<file path="src/rtl/mem_arbiter.sv">
// Two-port (I read-only, D read/write) arbiter in front of a four-banked memory.
// Define MEM_ARB_FIXED_PRIO_EN for fixed D-over-I priority instead of round-robin.
module mem_arbiter #(
    parameter int AW = 16,
    parameter int DW = 16
) (
    input  logic          clk,
    input  logic          rst,
    input  logic          i_req,
    input  logic [AW-1:0] i_addr,
    output logic          i_ack,
    output logic [DW-1:0] i_rdata,
    output logic          i_err,
    input  logic          d_req,
    input  logic          d_wr,
    input  logic [AW-1:0] d_addr,
    input  logic [DW-1:0] d_wdata,
    output logic          d_ack,
    output logic [DW-1:0] d_rdata,
    output logic          d_err,
    output logic [AW-1:0] mem_addr,
    output logic [DW-1:0] mem_wdata,
    output logic          mem_rd,
    output logic          mem_wr,
    input  logic [DW-1:0] mem_rdata,
    input  logic [3:0]    mem_busy,
    input  logic          mem_stall,
    input  logic          mem_err,
    output logic          arb_busy
);

    typedef enum logic [2:0] {IDLE, ISSUE, RD1, RD2, ACK} state_t;

    state_t        state_q, state_d;
    logic          own_d_q, own_d_d;
    logic          wr_q, wr_d;
    logic [AW-1:0] addr_q, addr_d;
    logic [DW-1:0] wdata_q, wdata_d;
    logic          err_acc_q, err_acc_d;
    logic          i_ack_q, i_ack_d;
    logic          d_ack_q, d_ack_d;
    logic          i_err_q, i_err_d;
    logic          d_err_q, d_err_d;
    logic [DW-1:0] i_rdata_q, i_rdata_d;
    logic [DW-1:0] d_rdata_q, d_rdata_d;
    logic          arb_busy_q, arb_busy_d;
`ifndef MEM_ARB_FIXED_PRIO_EN
    logic          last_d_q, last_d_d;
`endif

    logic [1:0] bank;
    logic       issue_ok;
    logic       grant_d;
    logic       err_next;

    assign bank     = addr_q[2:1];
    assign issue_ok = (state_q == ISSUE) && !mem_busy[bank] && !mem_stall;
    // Strobes follow the same-cycle bank/stall status, so they cannot be registered.
    assign mem_rd   = issue_ok && !wr_q;
    assign mem_wr   = issue_ok && wr_q;

`ifdef MEM_ARB_FIXED_PRIO_EN
    assign grant_d = d_req;
`else
    assign grant_d = d_req && (!i_req || !last_d_q);
`endif

    assign err_next = err_acc_q |
                      (mem_err && (issue_ok || state_q == RD1 || state_q == RD2));

    always_comb begin
        state_d   = state_q;
        own_d_d   = own_d_q;
        wr_d      = wr_q;
        addr_d    = addr_q;
        wdata_d   = wdata_q;
        err_acc_d = err_acc_q;
        i_rdata_d = i_rdata_q;
        d_rdata_d = d_rdata_q;
        i_ack_d   = 1'b0;
        d_ack_d   = 1'b0;
        i_err_d   = 1'b0;
        d_err_d   = 1'b0;
`ifndef MEM_ARB_FIXED_PRIO_EN
        last_d_d  = last_d_q;
`endif
        case (state_q)
            IDLE: begin
                if (i_req || d_req) begin
                    own_d_d   = grant_d;
                    wr_d      = grant_d && d_wr;
                    addr_d    = grant_d ? d_addr : i_addr;
                    wdata_d   = grant_d ? d_wdata : '0;
                    err_acc_d = 1'b0;
                    state_d   = ISSUE;
                end
            end
            ISSUE: begin
                if (issue_ok) begin
                    err_acc_d = err_next;
                    state_d   = wr_q ? ACK : RD1;
                end
            end
            RD1: begin
                err_acc_d = err_next;
                state_d   = RD2;
            end
            RD2: begin
                err_acc_d = err_next;
                if (own_d_q) begin
                    d_rdata_d = mem_rdata;
                end else begin
                    i_rdata_d = mem_rdata;
                end
                state_d = ACK;
            end
            ACK: begin
`ifndef MEM_ARB_FIXED_PRIO_EN
                last_d_d = own_d_q;
`endif
                state_d  = IDLE;
            end
            default: state_d = IDLE;
        endcase

        // Acks are registered: they are set on the transition into ACK.
        if (state_q != ACK && state_d == ACK) begin
            i_ack_d = !own_d_q;
            d_ack_d = own_d_q;
            i_err_d = !own_d_q && err_next;
            d_err_d = own_d_q && err_next;
        end
        arb_busy_d = (state_d != IDLE);
    end

    always_ff @(posedge clk or negedge rst) begin
        if (!rst) begin
            state_q    <= IDLE;
            own_d_q    <= 1'b0;
            wr_q       <= 1'b0;
            addr_q     <= '0;
            wdata_q    <= '0;
            err_acc_q  <= 1'b0;
            i_ack_q    <= 1'b0;
            d_ack_q    <= 1'b0;
            i_err_q    <= 1'b0;
            d_err_q    <= 1'b0;
            i_rdata_q  <= '0;
            d_rdata_q  <= '0;
            arb_busy_q <= 1'b0;
`ifndef MEM_ARB_FIXED_PRIO_EN
            last_d_q   <= 1'b1;
`endif
        end else begin
            state_q    <= state_d;
            own_d_q    <= own_d_d;
            wr_q       <= wr_d;
            addr_q     <= addr_d;
            wdata_q    <= wdata_d;
            err_acc_q  <= err_acc_d;
            i_ack_q    <= i_ack_d;
            d_ack_q    <= d_ack_d;
            i_err_q    <= i_err_d;
            d_err_q    <= d_err_d;
            i_rdata_q  <= i_rdata_d;
            d_rdata_q  <= d_rdata_d;
            arb_busy_q <= arb_busy_d;
`ifndef MEM_ARB_FIXED_PRIO_EN
            last_d_q   <= last_d_d;
`endif
        end
    end

    assign i_ack     = i_ack_q;
    assign d_ack     = d_ack_q;
    assign i_err     = i_err_q;
    assign d_err     = d_err_q;
    assign i_rdata   = i_rdata_q;
    assign d_rdata   = d_rdata_q;
    assign mem_addr  = addr_q;
    assign mem_wdata = wdata_q;
    assign arb_busy  = arb_busy_q;

endmodule

</file>
<file path="config.mk">
export PLATFORM = sky130hd
export DESIGN_NAME = mem_arbiter
export DESIGN_NICKNAME = d
export VERILOG_FILES = /design/src/rtl/mem_arbiter.sv
export SDC_FILE = /design/constraint.sdc
export NUM_CORES = 1
export LEC_CHECK = 0
export ABC_AREA = 1
export CAP_MARGIN = 25
export CELL_PAD_IN_SITES_DETAIL_PLACEMENT = 1
export CELL_PAD_IN_SITES_GLOBAL_PLACEMENT = 1
export CORE_MARGIN = 3
export CORE_UTILIZATION = 27
export CTS_CLUSTER_DIAMETER = 40
export DETAILED_ROUTE_END_ITERATION = 6
export PLACE_DENSITY = 0.71
export SLEW_MARGIN = 30
export SYNTH_ARGS = -nofsm -noshare
export SYNTH_HDL_FRONTEND = slang
export SYNTH_SLANG_ARGS = --single-unit
</file>
<file path="constraint.sdc">
create_clock -name clk -period 1.86 [get_ports clk]
set_clock_uncertainty 0.2 [all_clocks]
set_input_delay 0.372 -clock clk [delete_from_list [all_inputs] [get_ports clk]]
set_output_delay 0.372 -clock clk [all_outputs]
set_load 0.005 [all_outputs]
</file>
==> out/metrics.cfg, run 1 <==
[logic_synthesis]
synth_seq_cells = 76
syn_nets = 426
yosys_warnings = 0
synth-simple-area-share_pct = 16.8
synth_fa_ha_area_share_pct = 0
synth_cell_types = 26
syn_inst = 351
synth_area_mm2 = 0.00320
synth_mux_area_share_pct = 0
ys_seq_area_share_pct = 59.4
syn_area_per_cell_um2 = 9.13
synth_top_family_by_area = simple AND/OR/NAND/NOR gates
synth-xor-area-share_pct = 0
synth_compound_area_share_pct = 16.6

[critical_path]
rrSetupSlack_ns = 0.11
crit_path_max_fanout = 4
r2r-start = state_q[1]$_DFF_PN0_
crit_path_start_kind = flip-flop
cp.arrival_ns = 1.33
path_class = flip-flop to output pin
reg2reg_to = mem_addr[12]$_DFFE_PN0P_
end_kind = output pin
rr_worst_depth = 8
cp.required_ns = 1.29

[cells_and_area]
area_growth_pct = 68.1
diodes = 0
design_area_mm2 = 0.00538
num-fill-cells = 1316
finalNetCount = 594
drive_above_1_share_pct = 14.1

[timing]
hold_slack_ns = 0.289
worst_slew_pin_slew_ns = 0.419
slew_headroom_pct = 72.1
rsz0062_at_grt = yes
drv_slew = 0
finalWorstSetupSlack_ns = -0.0391
hold_viol = 0
max_freq_mhz = 527
period_needed_ns = 1.90
post-route-period-util_pct = 102
setup_viol = 2

[pwr]
swShare_pct = 33.1
power.switching_mw = 2.95
intPower_mw = 5.95
leakage_nw = 2.52
powerDensity_mw_per_mm2 = 1650
p_comb_share_pct = 45.9
ir_drop_mv = 0.647
clkPwrFrac_pct = 21.7
fin_total_pwr_mw = 8.90
seqPwrFrac_pct = 32.4

[place]
place_hpwl_um = 7500
place_area_mm2 = 0.00491
io_buffers = 145
routabilityCongestion = 0.740

[floorplanning]
row_count = 39
die_w_um = 115
pin_count = 146
die_h_um = 115
die_area_mm2 = 0.0132
core_area_mm2 = 0.0115
initial_core_util_pct = 27.8

[job]
maxCapViolCount = 0

[clock_network]
tritoncts = yes
clk_pin_slew_ns = 0.06
clockRootBuffer = clkbuf_16
cts_made_buffers = 9
clock_path_buffers = 2
h-tree-depth = 3
clock_latency_ns = 0.32
cts_num_sinks = 76

[min_path]
hold_class = flip-flop to flip-flop
min_to = d_rdata[3]$_DFFE_PN0P_
hold_path_depth = 2
hold_path.startpoint = d_rdata[3]$_DFFE_PN0P_

[routing]
ant_nets = 0
routed.top_layer = met4
drt_iter0_drc = 151
drt-met1-wl_um = 4380
routed_wl_um = 10600
post_drt_wl_per_cell_um = 15.9
vias_per_cell = 4.59
drc_errors = 0
drt_pass1_iterations = 4
wl_met2_um = 5430
wl_met3_um = 643
vias = 3061

[global_routing]
grt_pass1_vias = 3383
grt-ovfl-total = 0
antenna_found_initial = 0
grt.total_usage_pct = 16.0
grt_max_degree = 77
grt_pass1_wl_um = 17000

[run_status]
violations = setup timing
status = finished, violations left

[synth_stat cells]
master / number / area, µm²
o21ai_0: 47 / 235
nor2_2: 1 / 6.26
nand3_1: 22 / 110
clkinv_2: 2 / 10.0
nor2_4: 2 / 22.5
a31oi_1: 1 / 6.26
inv_1: 32 / 120
o22ai_2: 2 / 25.0
buf_6: 1 / 11.3
nand2_4: 1 / 11.3
clkbuf_1: 8 / 30.0
nor2_1: 20 / 75.1
dfstp_2: 1 / 26.3
nor2_8: 1 / 20.0
or2_1: 1 / 6.26
buf_2: 8 / 40.0
nand2_1: 64 / 240
inv_2: 1 / 3.75
o21ai_1: 49 / 245
buf_4: 2 / 15.0
o21ai_2: 1 / 8.76
nand3_2: 1 / 10.0
nand2_2: 5 / 31.3
a21oi_1: 2 / 10.0
nand4_1: 1 / 6.26
dfrtp_1: 75 / 1880
[metal layers]
layer / GRT usage, % / vias up
met2: 28.3 / 91
met3: 4.00 / 10
met4: 4.46 / 0
met1: 19.4 / 1485
li1: - / 1475
met5: 0 / -
[registers in the layout, indices dropped and copies added, names as in the netlist, 3 cells and up]
name,cells
state_q,3
d_rdata,16
i_rdata,16
mem_addr,16
mem_wdata,16
[layout make-up]
type	instances	area [µm²]	area share, %
clock inverter	5	82.6	1.53
sequential	76	1900	35.3
timing repair buffer	176	1730	32.1
multi-input combinational	221	1100	20.5
clock buffer	11	253	4.69
tap	143	179	3.32
inverter	35	134	2.49
[layout by cell type (no fill, tap or decap), types with 2 or more instances in the layout]
| cell type | netlist | routed |
|---|---|---|
| nand3_2 | 1 | 3 |
| dfrtp_1 | 75 | 75 |
| nor2_1 | 20 | 20 |
| clkinv_2 | 2 | 3 |
| nand2_1 | 64 | 62 |
| buf_4 | 2 | 26 |
| o21ai_0 | 47 | 46 |
| clkdlybuf4s50_1 | 0 | 137 |
| nand2_2 | 5 | 7 |
| buf_12 | 0 | 3 |
| nor2_4 | 2 | 3 |
| o21ai_1 | 49 | 50 |
| a21oi_1 | 2 | 2 |
| inv_2 | 1 | 3 |
| bufinv_16 | 0 | 2 |
| nand3_1 | 22 | 19 |
| dlygate4sd2_1 | 0 | 4 |
| buf_2 | 8 | 2 |
| inv_1 | 32 | 30 |
| clkbuf_8 | 0 | 2 |
| clkbuf_16 | 0 | 10 |
| o22ai_2 | 2 | 2 |
[what timing repair did]
item                                    in CTS  in global routing
endpoints found under the setup margin       2                 16
gates cloned                                 0                  1
pin swaps                                    6                  6
hold buffers                                 1                  0
resized for setup                           19                  5
endpoints found under the hold margin       75                  0
setup buffers                                5                  5
[how the worst max path moves through the flow]
| stage | startpoint | endpoint | slack, ns | depth (start not counted) |
|---|---|---|---|---|
| finish | mem_addr[1]$_DFFE_PN0P_ | mem_wr | -0.04 | 6 |
| global route | mem_addr[1]$_DFFE_PN0P_ | mem_wr | -0.09 | 6 |
| CTS | state_q[2]$_DFF_PN0_ | mem_wr | -0.05 | 6 |
| detailed placement | mem_busy[2] | mem_wr | -0.49 | 7 |
| global placement | mem_busy[1] | mem_rd | -0.37 | 7 |
| floorplan | last_d_q$_DFFE_PN1N_ | mem_addr[1]$_DFFE_PN0P_ | 0.38 | 6 |
[worst max-delay path: stages (launching register included)]
cell and delay [ns]:
dfrtp_1 0.43, inv_2 0.11, nand2_2 0.06, nand3_2 0.08, nand4_1 0.12, inv_1 0.09, buf_2 0.11
[cells by family (layout without fill, tap and decap cells)]
kind of cell | after synthesis | in the layout
DFF | 76 | 76
AOI/OAI and AO/OA | 102 | 102
buffers and inverters | 54 | 227
and+or+nand+nor | 119 | 119
[metrics by stage]
stage                     setup TNS [ns]  setup WS [ns]  cells  util, %
after CTS                        -0.0805        -0.0518    661     46.1
after floorplan                        0          0.380    351        -
final                            -0.0448        -0.0391    667     46.8
after global routing              -0.234        -0.0858    667     46.8
after detailed placement           -3.36         -0.486    639     42.7
after global placement             -1.51         -0.369    639     42.7
[power by group through the flow]
stage | sequential (mW) | clock, mW | combinational, mW
floorplan | 2.91 | 0 | 1.51
global placement | 2.86 | 0 | 3.70
detailed placement | 2.90 | 0 | 3.84
CTS | 2.90 | 1.98 | 3.96
global route | 3.00 | 2.07 | 4.53
finish | 2.88 | 1.93 | 4.09
Note: power is estimated with default switching activity, not from simulation.
==> inputs of run 2 (changes only) <==
CTS_BUF_LIST = sky130_fd_sc_hd__clkbuf_4 sky130_fd_sc_hd__clkbuf_8 sky130_fd_sc_hd__clkbuf_16   (was unset)
PLACE_DENSITY = unset   (was 0.71)
PLACE_DENSITY_LB_ADDON = 0.1   (was unset)
==> run 2 against run 1 <==
Die area is the same. Combinational power is essentially flat. Sequential share of layout area shrank 0.29 points. Global-route usage grew 0.27 points. Via count is essentially flat. Highest routed layer unchanged. Critical path type is now primary input to output pin. The flow still finishes with violations (setup timing). Critical endpoint is now mem_rd.
==> out/metrics.cfg, run 2 (synthesized netlist as in run 1, its figures left out) <==
[clock_network]
clock_latency_ns = 0.33
clock_path_buffers = 2
clockRootBuffer = clkbuf_16
cts_num_sinks = 76
clk_pin_slew_ns = 0.06
h-tree-depth = 3
cts_made_buffers = 9
tritoncts = yes

[pwr]
powerDensity_mw_per_mm2 = 1600
seqPwrFrac_pct = 33.0
swShare_pct = 34.0
clkPwrFrac_pct = 19.8
p_comb_share_pct = 47.2
ir_drop_mv = 0.518
intPower_mw = 5.74
power.switching_mw = 2.96
leakage_nw = 2.54

[critical_path]
cp.arrival_ns = 1.38
crit_path_max_fanout = 2
rr_worst_depth = 8
crit_path_max_incr_delay_ns = 0.46
path_class = primary input to output pin
cp.depth = 8
path_buf_inv = 4
r2r-start = state_q[1]$_DFF_PN0_
cp.required_ns = 1.29
end_kind = output pin
slowest_stage = clkdlybuf4s50_1
crit_path_start_kind = primary input
rrSetupSlack_ns = 0.05
crit_chain = clkdlybuf4s50_1, inv_1, nand2_2, nand3_2, buf_6, nand3_4, nor2_2, buf_2
cp_top_family = buffers and inverters
reg2reg_to = mem_addr[12]$_DFFE_PN0P_

[floorplanning]
row_count = 39
core_area_mm2 = 0.0115
pin_count = 146
initial_core_util_pct = 27.8
die_h_um = 115
die_w_um = 115
die_area_mm2 = 0.0132

[routing]
drt_iter0_drc = 96
drt_pass1_iterations = 4
drc_errors = 0
post_drt_wl_per_cell_um = 15.7
routed_wl_um = 10500
vias = 3058
ant_nets = 0
vias_per_cell = 4.56

[place]
place_hpwl_um = 7620
io_buffers = 145
routabilityCongestion = 0.734
dp_slack_ns = -0.423
place_inst = 646

[min_path]
hold_class = flip-flop to flip-flop
min_to = d_rdata[0]$_DFFE_PN0P_
hold_path.startpoint = d_rdata[0]$_DFFE_PN0P_
hold_path_depth = 2

[global_routing]
grt_pass1_vias = 3248
grt.total_usage_pct = 16.3
grt_pass1_wl_um = 16800
antenna_found_initial = 0
grt-ovfl-total = 0
grt_max_degree = 33

[cells_and_area]
num-fill-cells = 1337
diodes = 0
ff_latch_area_mm2 = 0.00190
layout_commonest_cell = clkdlybuf4s50_1
area_growth_pct = 69.6
multi_input_area_mm2 = 0.00113
fin_cells = 670
drive_above_1_share_pct = 15.2
finalNetCount = 597
layout.cells.most_common_list = 138 x clkdlybuf4s50_1, 74 x dfrtp_1, 61 x nand2_1

[timing]
drv_slew = 0
period_needed_ns = 1.95
post-route-period-util_pct = 105
worst_slew_pin_slew_ns = 0.417
rsz0062_at_grt = yes
hold_viol = 0
setup_viol = 2
max_freq_mhz = 512
finalWorstSetupSlack_ns = -0.0914
slew_headroom_pct = 72.2

[run_status]
violations = setup timing
status = finished, violations left

[job]
maxCapViolCount = 0

-- run 2: worst reg2reg max path, stage by stage (launching register included) --
cell and delay [ns]:
dfrtp_1 0.40, buf_4 0.14, buf_4 0.14, nor2_4 0.18
nand2_8 0.12, nor2_8 0.15, buf_12 0.16, o21ai_0 0.10
o21ai_0 0.15
-- run 2: power by group through the flow --
stage / Combinational, mW / Sequential (mW) / Clock, mW
6_report: 4.11 / 2.87 / 1.73
5_1_grt: 4.55 / 2.98 / 1.86
4_1_cts: 4.02 / 2.87 / 1.79
3_5_place_dp: 3.97 / 2.88 / 0
3_3_place_gp: 3.89 / 2.85 / 0
2_1_floorplan: 1.51 / 2.91 / 0
-- run 2: cell type report --
| cell class | instances | area share, % |
|---|---|---|
| flip-flops and latches | 76 | 35.1 |
| repair buffers | 179 | 32.9 |
| multi-input cells | 221 | 20.8 |
| clock buffers | 12 | 4.91 |
| well taps | 143 | 3.29 |
| inverters | 35 | 2.46 |
| clock inverters | 4 | 0.576 |
-- run 2: timing repair --
item / CTS / global route
endpoints found under the hold margin: 27 / 0
gates resized for setup: 13 / 19
setup endpoints to repair: 3 / 3
pin swaps: 4 / 10
buffers inserted: 4 / 3
hold buffers: 1 / 0
-- run 2: worst max-delay path by stage --
stage / from / to
after floorplan: last_d_q$_DFFE_PN1N_ / mem_addr[1]$_DFFE_PN0P_
after global placement: mem_busy[3] / mem_rd
after detailed placement: mem_busy[2] / mem_rd
after CTS: state_q[2]$_DFF_PN0_ / mem_rd
after global routing: state_q[2]$_DFF_PN0_ / mem_rd
final: mem_busy[3] / mem_rd
-- run 2: per-stage QoR --
step	power [mW]	setup TNS, ns	area, µm²	utilization, %	hold WS, ns
2_1_floorplan	4.43	0	3200	-	-0.124
3_3_place_gp	6.74	-2.99	5000	43.5	0.141
3_5_place_dp	6.85	-3.83	5000	43.5	0.142
4_1_cts	8.69	-0.183	5340	46.4	0.294
5_1_grt	9.39	-0.393	5430	47.2	0.317
6_report	8.71	-0.156	5430	47.2	0.287
-- run 2: routing by layer --
layer / wire length, µm / global-route usage [%] / vias to the layer above
met3: 732 / 5.05 / 12
met4: 157 / 5.63 / 0
met1: 4490 / 20.0 / 1470
met5: 0 / 0 / -
li1: - / - / 1490
met2: 5130 / 27.2 / 86
==> inputs of run 3 (changes only) <==
SKIP_CTS_REPAIR_TIMING = 1   (was unset)
==> run 3 against run 2 <==
The run still ends with setup timing left. Register-to-register slack gained 0.07 ns. Worst hold slack improved by 0.0030 ns. Total power shrank 1.1%. Critical path type unchanged.
==> out/metrics.cfg, run 3 (synthesized netlist as in run 1, its figures left out) <==
[place]
place_hpwl_um = 7620
place_area_mm2 = 0.00500
io_buffers = 145
dp_slack_ns = -0.423
place_inst = 646
routabilityCongestion = 0.734

[cells_and_area]
fin_cells = 667
drive_above_1_share_pct = 13.9
diodes = 0
finalNetCount = 594
layout_commonest_cell = clkdlybuf4s50_1
design_area_mm2 = 0.00538
area_growth_pct = 67.9
layout.cells.most_common_list = 140 x clkdlybuf4s50_1, 74 x dfrtp_1, 64 x nand2_1

[critical_path]
startpoint = mem_busy[2]
reg2reg_to = mem_addr[12]$_DFFE_PN0P_
r2r-start = state_q[1]$_DFF_PN0_
rr_worst_depth = 7
critPathCapture = mem_wr
path_class = primary input to output pin
crit_path_max_fanout = 2
end_kind = output pin
cp.required_ns = 1.29
crit_path_start_kind = primary input
rrSetupSlack_ns = 0.12
cp.arrival_ns = 1.32

[clock_network]
clockRootBuffer = clkbuf_16
clk_pin_slew_ns = 0.06
clock_latency_ns = 0.33
tritoncts = yes
cts_made_buffers = 9
clock_path_buffers = 2
cts_num_sinks = 76
h-tree-depth = 3

[timing]
slew_headroom_pct = 72.1
period_needed_ns = 1.89
hold_slack_ns = 0.290
worst_slew_pin_slew_ns = 0.419
setup_viol = 2
post-route-period-util_pct = 102
max_freq_mhz = 529
finalWorstSetupSlack_ns = -0.0308
drv_slew = 0
hold_viol = 0
rsz0062_at_grt = yes

[routing]
vias = 3039
drt_pass1_iterations = 4
drt_iter0_drc = 94
ant_nets = 0
routed_wl_um = 10400
post_drt_wl_per_cell_um = 15.6
drc_errors = 0
vias_per_cell = 4.56

[floorplanning]
die_area_mm2 = 0.0132
die_w_um = 115
core_area_mm2 = 0.0115
row_count = 39
initial_core_util_pct = 27.8
die_h_um = 115
pin_count = 146

[run_status]
violations = setup timing
status = finished, violations left

[min_path]
hold_class = flip-flop to flip-flop

[job]
maxCapViolCount = 0

[global_routing]
grt_pass1_wl_um = 16600
grt.total_usage_pct = 16.1
grt_max_degree = 33
antenna_found_initial = 0
grt-ovfl-total = 0
grt_pass1_vias = 3218

[pwr]
powerDensity_mw_per_mm2 = 1600
leakage_nw = 2.51
ir_drop_mv = 0.517

==> run 3: cell type report <==
cell class	instances	area, µm²
Tap cell	143	179
Clock buffer	12	267
Multi-Input combinational cell	221	1110
Clock inverter	4	31.3
Inverter	35	134
Fill cell	1338	6140
Sequential cell	76	1900
Timing Repair Buffer	176	1760
==> run 3: where the power goes <==
| part | switching [mW] | internal [mW] |
|---|---|---|
| sequential | 0.431 | 2.44 |
| combinational | 1.78 | 2.24 |
| clock | 0.702 | 1.02 |
| total | 2.91 | 5.70 |
==> run 3: critical path, cell delays in order <==
cell             delay [ns]
clkdlybuf4s50_1        0.48
inv_1                  0.05
nand2_1                0.07
nand3_2                0.09
nand4_1                0.12
inv_1                  0.05
clkbuf_2               0.10
==> run 3: worst min path at each step <==
stage / start / end / slack (ns) / depth (start not counted)
detailed placement: rst / arb_busy$_DFF_PN0_ / 0.14 / 1
floorplan: rst / arb_busy$_DFF_PN0_ / -0.12 / 0
global route: i_rdata[11]$_DFFE_PN0P_ / i_rdata[11]$_DFFE_PN0P_ / 0.32 / 2
global placement: rst / arb_busy$_DFF_PN0_ / 0.14 / 1
CTS: rst / i_err$_DFF_PN0_ / -0.22 / 1
finish: d_rdata[0]$_DFFE_PN0P_ / d_rdata[0]$_DFFE_PN0P_ / 0.29 / 2
==> run 3: per-stage QoR <==
| stage | util (%) | total power, mW | TNS (ns) |
|---|---|---|---|
| finish | 46.7 | 8.61 | -0.0500 |
| global route | 46.7 | 9.29 | -0.188 |
| floorplan | - | 4.43 | 0 |
| detailed placement | 43.5 | 6.85 | -3.83 |
| CTS | 46.0 | 8.65 | -1.02 |
| global placement | 43.5 | 6.74 | -2.99 |
==> run 3: layer usage <==
layer  up-vias  track usage, %  part of all wire, %
met4         0            5.63                  1.5
li1       1482               -                    -
met2        84            26.7                   49
met3        12            5.05                  7.0
met5         -               0                    0
met1      1461            19.7                   43
